**src/rtl/cprv_hazard_controller.sv**
```systemverilog
// -----------------------------------------------------------------------------
// cprv_hazard_controller
//
// Pipeline sequencing controller for the 5-stage RV64 core. It works alongside
// the EX-stage forwarding network and covers the cases forwarding cannot:
//   - load-use hazards: load data is forwarded only from WB, so a dependent
//     consumer in ID needs two bubbles;
//   - multi-cycle MUL/DIV occupancy of EX;
//   - taken-branch / jump flushes.
// All outputs are combinational from the registered state plus the inputs of
// the current cycle. While rst_n is low every output is forced to 0.
//
// Ports:
//   clk, rst_n           core clock, asynchronous active-low reset
//   valid_id             ID stage holds a real instruction
//   rs1_addr_id/rs2_*    source registers of the ID instruction
//   rs1_used_id/rs2_*    ID instruction actually reads that source
//   valid_ex             EX stage holds a real instruction
//   opcode_ex            EX opcode (loads are 7'b0000011)
//   rd_addr_ex, rd_en_ex EX destination register and its write enable
//   muldiv_ex            EX instruction is an M-extension op
//   muldiv_is_div_ex     the M-op is of the DIV/REM class
//   branch_taken_ex      EX resolved a taken branch or jump
//   stall_if             hold the PC and the IF/ID register
//   stall_id             hold the ID/EX register contents
//   stall_ex             hold the EX/MEM input (EX re-executes)
//   bubble_ex            load a NOP into ID/EX at the next edge
//   flush_if, flush_id   invalidate IF/ID, ID/EX at the next edge
//   muldiv_go            single-cycle start pulse to the M-unit
//   muldiv_done          last EX cycle of an M-op
//   busy                 controller is not in RUN
// -----------------------------------------------------------------------------
module cprv_hazard_controller #(
   parameter int MUL_LATENCY = 3,
   parameter int DIV_LATENCY = 34,
   parameter int CNT_WIDTH   = $clog2(DIV_LATENCY + 1)
) (
   input  logic       clk,
   input  logic       rst_n,
   input  logic       valid_id,
   input  logic [4:0] rs1_addr_id,
   input  logic [4:0] rs2_addr_id,
   input  logic       rs1_used_id,
   input  logic       rs2_used_id,
   input  logic       valid_ex,
   input  logic [6:0] opcode_ex,
   input  logic [4:0] rd_addr_ex,
   input  logic       rd_en_ex,
   input  logic       muldiv_ex,
   input  logic       muldiv_is_div_ex,
   input  logic       branch_taken_ex,
   output logic       stall_if,
   output logic       stall_id,
   output logic       stall_ex,
   output logic       bubble_ex,
   output logic       flush_if,
   output logic       flush_id,
   output logic       muldiv_go,
   output logic       muldiv_done,
   output logic       busy
);

   localparam logic [6:0]           OPC_LOAD  = 7'b0000011;
   localparam logic [CNT_WIDTH-1:0] MUL_LAT_C = CNT_WIDTH'(MUL_LATENCY);
   localparam logic [CNT_WIDTH-1:0] DIV_LAT_C = CNT_WIDTH'(DIV_LATENCY);
   localparam logic [CNT_WIDTH-1:0] ONE_C     = CNT_WIDTH'(1);
   localparam logic [CNT_WIDTH-1:0] TWO_C     = CNT_WIDTH'(2);

   typedef enum logic [1:0] {
      RUN      = 2'd0,
      LU_STALL = 2'd1,
      MD_BUSY  = 2'd2
   } state_t;

   state_t               state_reg, state_next;
   logic [CNT_WIDTH-1:0] cnt_reg, cnt_next;

   logic                 load_use;
   logic                 md;
   logic [CNT_WIDTH-1:0] lat_sel;
   logic                 lat_one;

   // Hazard detection on the current EX/ID pair.
   always_comb begin
      load_use = valid_ex & valid_id & rd_en_ex & (opcode_ex == OPC_LOAD) &
                 (rd_addr_ex != 5'd0) &
                 ((rs1_used_id & (rs1_addr_id == rd_addr_ex)) |
                  (rs2_used_id & (rs2_addr_id == rd_addr_ex)));
      md       = valid_ex & muldiv_ex;
      lat_sel  = muldiv_is_div_ex ? DIV_LAT_C : MUL_LAT_C;
      lat_one  = (lat_sel == ONE_C);
   end

   // State register.
   always_ff @(posedge clk or negedge rst_n) begin
      if (!rst_n) begin
         state_reg <= RUN;
         cnt_reg   <= '0;
      end else begin
         state_reg <= state_next;
         cnt_reg   <= cnt_next;
      end
   end

   // Next-state logic. A branch wins over an M-op, which wins over load-use.
   always_comb begin
      state_next = state_reg;
      cnt_next   = cnt_reg;
      case (state_reg)
         RUN: begin
            if (branch_taken_ex) begin
               state_next = RUN;
            end else if (md) begin
               // The first EX cycle of the op is spent here in RUN and the
               // final one (cnt==0) in MD_BUSY, so L-2 countdown steps remain.
               if (!lat_one) begin
                  state_next = MD_BUSY;
                  cnt_next   = lat_sel - TWO_C;
               end
            end else if (load_use) begin
               state_next = LU_STALL;
            end
         end
         LU_STALL: begin
            state_next = RUN;
         end
         MD_BUSY: begin
            if (cnt_reg != '0) begin
               cnt_next = cnt_reg - ONE_C;
            end else begin
               state_next = RUN;
            end
         end
         default: begin
            state_next = RUN;
            cnt_next   = '0;
         end
      endcase
   end

   // Output logic. Gated by rst_n so the outputs drop the moment reset is
   // asserted, even though the RUN-state outputs depend on live inputs.
   always_comb begin
      stall_if    = 1'b0;
      stall_id    = 1'b0;
      stall_ex    = 1'b0;
      bubble_ex   = 1'b0;
      flush_if    = 1'b0;
      flush_id    = 1'b0;
      muldiv_go   = 1'b0;
      muldiv_done = 1'b0;
      busy        = 1'b0;
      if (rst_n) begin
         case (state_reg)
            RUN: begin
               if (branch_taken_ex) begin
                  flush_if = 1'b1;
                  flush_id = 1'b1;
               end else if (md) begin
                  muldiv_go = 1'b1;
                  if (lat_one) begin
                     muldiv_done = 1'b1;
                  end else begin
                     stall_if = 1'b1;
                     stall_id = 1'b1;
                     stall_ex = 1'b1;
                  end
               end else if (load_use) begin
                  stall_if  = 1'b1;
                  stall_id  = 1'b1;
                  bubble_ex = 1'b1;
               end
            end
            LU_STALL: begin
               // Second bubble: the load is in MEM, EX inputs are irrelevant.
               stall_if  = 1'b1;
               stall_id  = 1'b1;
               bubble_ex = 1'b1;
               busy      = 1'b1;
            end
            MD_BUSY: begin
               busy = 1'b1;
               if (cnt_reg != '0) begin
                  stall_if = 1'b1;
                  stall_id = 1'b1;
                  stall_ex = 1'b1;
               end else begin
                  muldiv_done = 1'b1;
               end
            end
            default: begin
               busy = 1'b0;
            end
         endcase
      end
   end

endmodule

```
**config.mk**
```make
export PLATFORM = sky130hd
export DESIGN_NAME = cprv_hazard_controller
export DESIGN_NICKNAME = d
export VERILOG_FILES = /design/src/rtl/cprv_hazard_controller.sv
export SDC_FILE = /design/constraint.sdc
export NUM_CORES = 1
export LEC_CHECK = 0
export ABC_CLOCK_PERIOD_IN_PS = 2500
export CORE_MARGIN = 2
export CORE_UTILIZATION = 45
export CTS_BUF_LIST = sky130_fd_sc_hd__clkbuf_8
export DETAILED_ROUTE_END_ITERATION = 6
export DONT_BUFFER_PORTS = 1
export HOLD_SLACK_MARGIN = 0.02
export MAX_ROUTING_LAYER = met4
export PLACE_DENSITY = 0.6
export SYNTH_ARGS = -nofsm -noshare
export SYNTH_HDL_FRONTEND = slang
export SYNTH_SLANG_ARGS = --single-unit
```
**constraint.sdc**
```tcl
create_clock -name clk -period 2.5 [get_ports clk]
set_input_delay 0.75 -clock clk [delete_from_list [all_inputs] [get_ports clk]]
set_output_delay 0.75 -clock clk [all_outputs]
set_load 0.02 [all_outputs]
```
==> summary.txt <==
Outcome
  – Status: complete, but fails checks
  – Failing checks: setup timing

Global route
  – Number of global-route vias before repair: 604
  – Total congestion overflow: 0
  – First-pass GRT wire length: 2680 µm
  – Initial antenna violation count: 0
  – Largest net degree at the start of global routing: 12
  – Aggregate global-route resource usage: 0.182

Setup path
  – Crit start category: primary input
  – Crit. End Element: output pin
  – Worst EP required: 1750 ps
  – Critical Path AT: 1840 ps
  – Critical path type: in -> out
  – CP Max Fanout: 3

Timing
  – Slew @ Worst Pin: 405 ps
  – Tcrit/Tclk final: 1.04
  – Setup TNS: -183 ps
  – Hold Fails Final Rpt: 0
  – RSZ-0062 raised after global routing: true
  – Final Worst Setup Slack: -90.4 ps
  – Peak Freq: 386 MHz
  – Final Setup Violations: 3
  – Relative slew slack: 0.731
  – Tmin final: 2590 ps
  – Pins over their slew limit: 0
  – Clock Skews: 3.91 ps

Final layout
  – Area occupied by multi-input gates: 602 µm²
  – Final nets: 145
  – Register area: 200 µm²
  – Finished Cell Area: 968 µm²
  – Area Growth Syn to Fin: 20.0%
  – Layout cell share with drive strength beyond 1: 0.229
  – Number of flip-flops in the largest register: 6
  – Antenna cells: 0
  – Fill cells: 165
  – Util after Layout: 0.567

Floorplanning
  – Initial Util: 0.473
  – FP Rows: 15
  – Placeable Area: 1710 µm²
  – Die span in x: 46.4 µm
  – Io pins: 41
  – Die height: 46.4 µm
  – Area of the die: 2150 µm²

Detailed routing
  – Met3 routed WL: 75 µm
  – DR WL met2: 746 µm
  – ANT nets after route: 0
  – Wirelength per Cell: 13.1 µm
  – DRT iter0 DRCs: 22
  – Drt drc: 0
  – DR pass1 iterations: 4
  – Top layer in use: met4
  – DR vias/cell: 5.23
  – DRT Wirelength: 1700 µm
  – DR vias: 680
  – Wire length on met1: 868 µm

Clock tree
  – Clock root buffer: clkbuf_8
  – CTS tree: built
  – Clock Pin Slew Worst Setup and Hold Paths: 50 ps
  – CTS max path bufs: 2
  – Inserted Clock Buffers: 3
  – Hold buffers post-CTS: 0
  – Clock latency on the worst-skew pair: 230 ps
  – H-Tree Depth: 1
  – Clock sink count: 8

Placement
  – Placer congestion estimate: 0.819
  – Post-DP HPWL: 1400 µm
  – Post-Place Worst Slack: -135 ps
  – # port buffers: 0
  – Dpl cell area: 903 µm²

Yosys
  – Synth area leaders: dfrtp_1 25%, xnor2_1 11%, ha_1 9.3%
  – Post-synth top area share: 0.248
  – Post-synth cell types: 31
  – Number of synthesis warnings: 0
  – Syn avg cell area: 8.41 µm²
  – Post-Syn Area: 807 µm²
  – Seq cells post-synth: 8
  – Yosys top cell by area: dfrtp_1
  – Sequential area share after synthesis: 0.248
  – Post-Syn Instances: 96
  – Syn nets: 134
  – Post-synth EDFFs: 0
  – Fraction of registers with async set/reset: 1.00
  – Post-synth top flop: dfrtp_1

Worst hold path
  – Hold WC Path Type: in -> async

Pwr
  – Peak supply drop: 0.467 mV
  – Tot Pwr: 0.000798 W
  – Pleak: 0.386 nW
  – Power density cells: 824 nW/µm²

Job
  – Max cap viols: 0
-- what timing repair did --
item                                    4_1_cts  5_1_grt
setup buffers                                 0        0
pin swaps                                     1        0
gates resized for setup                       2        3
cloned                                        0        0
endpoints found under the setup margin        3        5
-- per-stage QoR --
stage | instances | hold WS (ps)
floorplan | 96 | 454
global placement | 127 | 455
detailed placement | 127 | 455
CTS | 130 | 208
global route | 130 | 203
finish | 130 | 213
-- cell type report --
cell class                      count  share of cell area
Sequential cell                     8               0.207
Multi-Input combinational cell     78               0.621
Tap cell                           25              0.0323
Inverter                            8              0.0310
Clock buffer                        3              0.0426
Timing Repair Buffer                8              0.0659
-- cells by family after synthesis --
logic type | after synthesis | synth area share
AOI/OAI and AO/OA | 15 | 0.136
xor gates and xnor gates | 12 | 0.130
adders and majority gates | 6 | 0.0930
buffers and inverters | 10 | 0.0558
DFF | 8 | 0.248
muxes | 2 | 0.0248
and+or+nand+nor | 43 | 0.312
-- routing by layer --
metal	up-vias	track usage
met3	2	0.0471
met5	-	-
met1	307	0.282
li1	355	-
met2	16	0.233
met4	0	0.0343
-- path summary, 6_finish.rpt --
kind | start | end | slack (ps) | cells past startpoint
worst max-delay path | rd_addr_ex[1] | bubble_ex | -90 | 6
worst min-delay path | rst_n | cnt_reg[5]$_DFFE_PN0P_ | 210 | 0
worst max register to register | state_reg[1]$_DFFE_PN0P_ | cnt_reg[0]$_DFFE_PN0P_ | 770 | 7
worst min register to register | cnt_reg[1]$_DFFE_PN0P_ | cnt_reg[1]$_DFFE_PN0P_ | 540 | 2
max in group asynchronous | rst_n | cnt_reg[3]$_DFFE_PN0P_ | 2210 | 0
min in group clk | cnt_reg[1]$_DFFE_PN0P_ | cnt_reg[1]$_DFFE_PN0P_ | 540 | 2
-- worst max-delay path, cell delays in order --
cell	delay, ps
or4_4	530
nor2_4	110
nor3_4	60
a41oi_2	180
nor2_1	50
buf_4	160
-- placed cells by master (no fill, tap or decap), drive strengths merged, types with 2 or more instances in the layout --
| master | Yosys | routed |
|---|---|---|
| xnor2 | 10 | 10 |
| nand2 | 9 | 9 |
| inv | 8 | 8 |
| dfrtp | 8 | 8 |
| nor2 | 8 | 8 |
| buf | 2 | 8 |
| nand3 | 7 | 7 |
| a21oi | 6 | 6 |
| ha | 6 | 6 |
| nand4 | 5 | 5 |
| nor3 | 4 | 4 |
| nand3b | 3 | 3 |
| o21ai | 3 | 3 |
| clkbuf | 0 | 3 |
| and2 | 2 | 2 |
| xor2 | 2 | 2 |
| mux2i | 2 | 2 |
-- where the power goes --
group / leakage, nW / internal, W / switching [W]
sequential: 0.104 / 0.000174 / 0.0000510
clock: 0.0216 / 0.000105 / 0.0000549
combinational: 0.261 / 0.000188 / 0.000226
total: 0.386 / 0.000467 / 0.000331
-- Yosys cell counts (2+ instances only) --
library cell,instances
mux2i_1,2
nor2_1,7
inv_1,8
nand3b_1,3
and2_1,2
nand3_1,6
xnor2_1,10
o21ai_1,3
nor3_1,3
nand4_1,5
xor2_1,2
buf_4,2
nand2_1,9
ha_1,6
a21oi_1,5
dfrtp_1,8
Power figures use the tool's default switching activity.
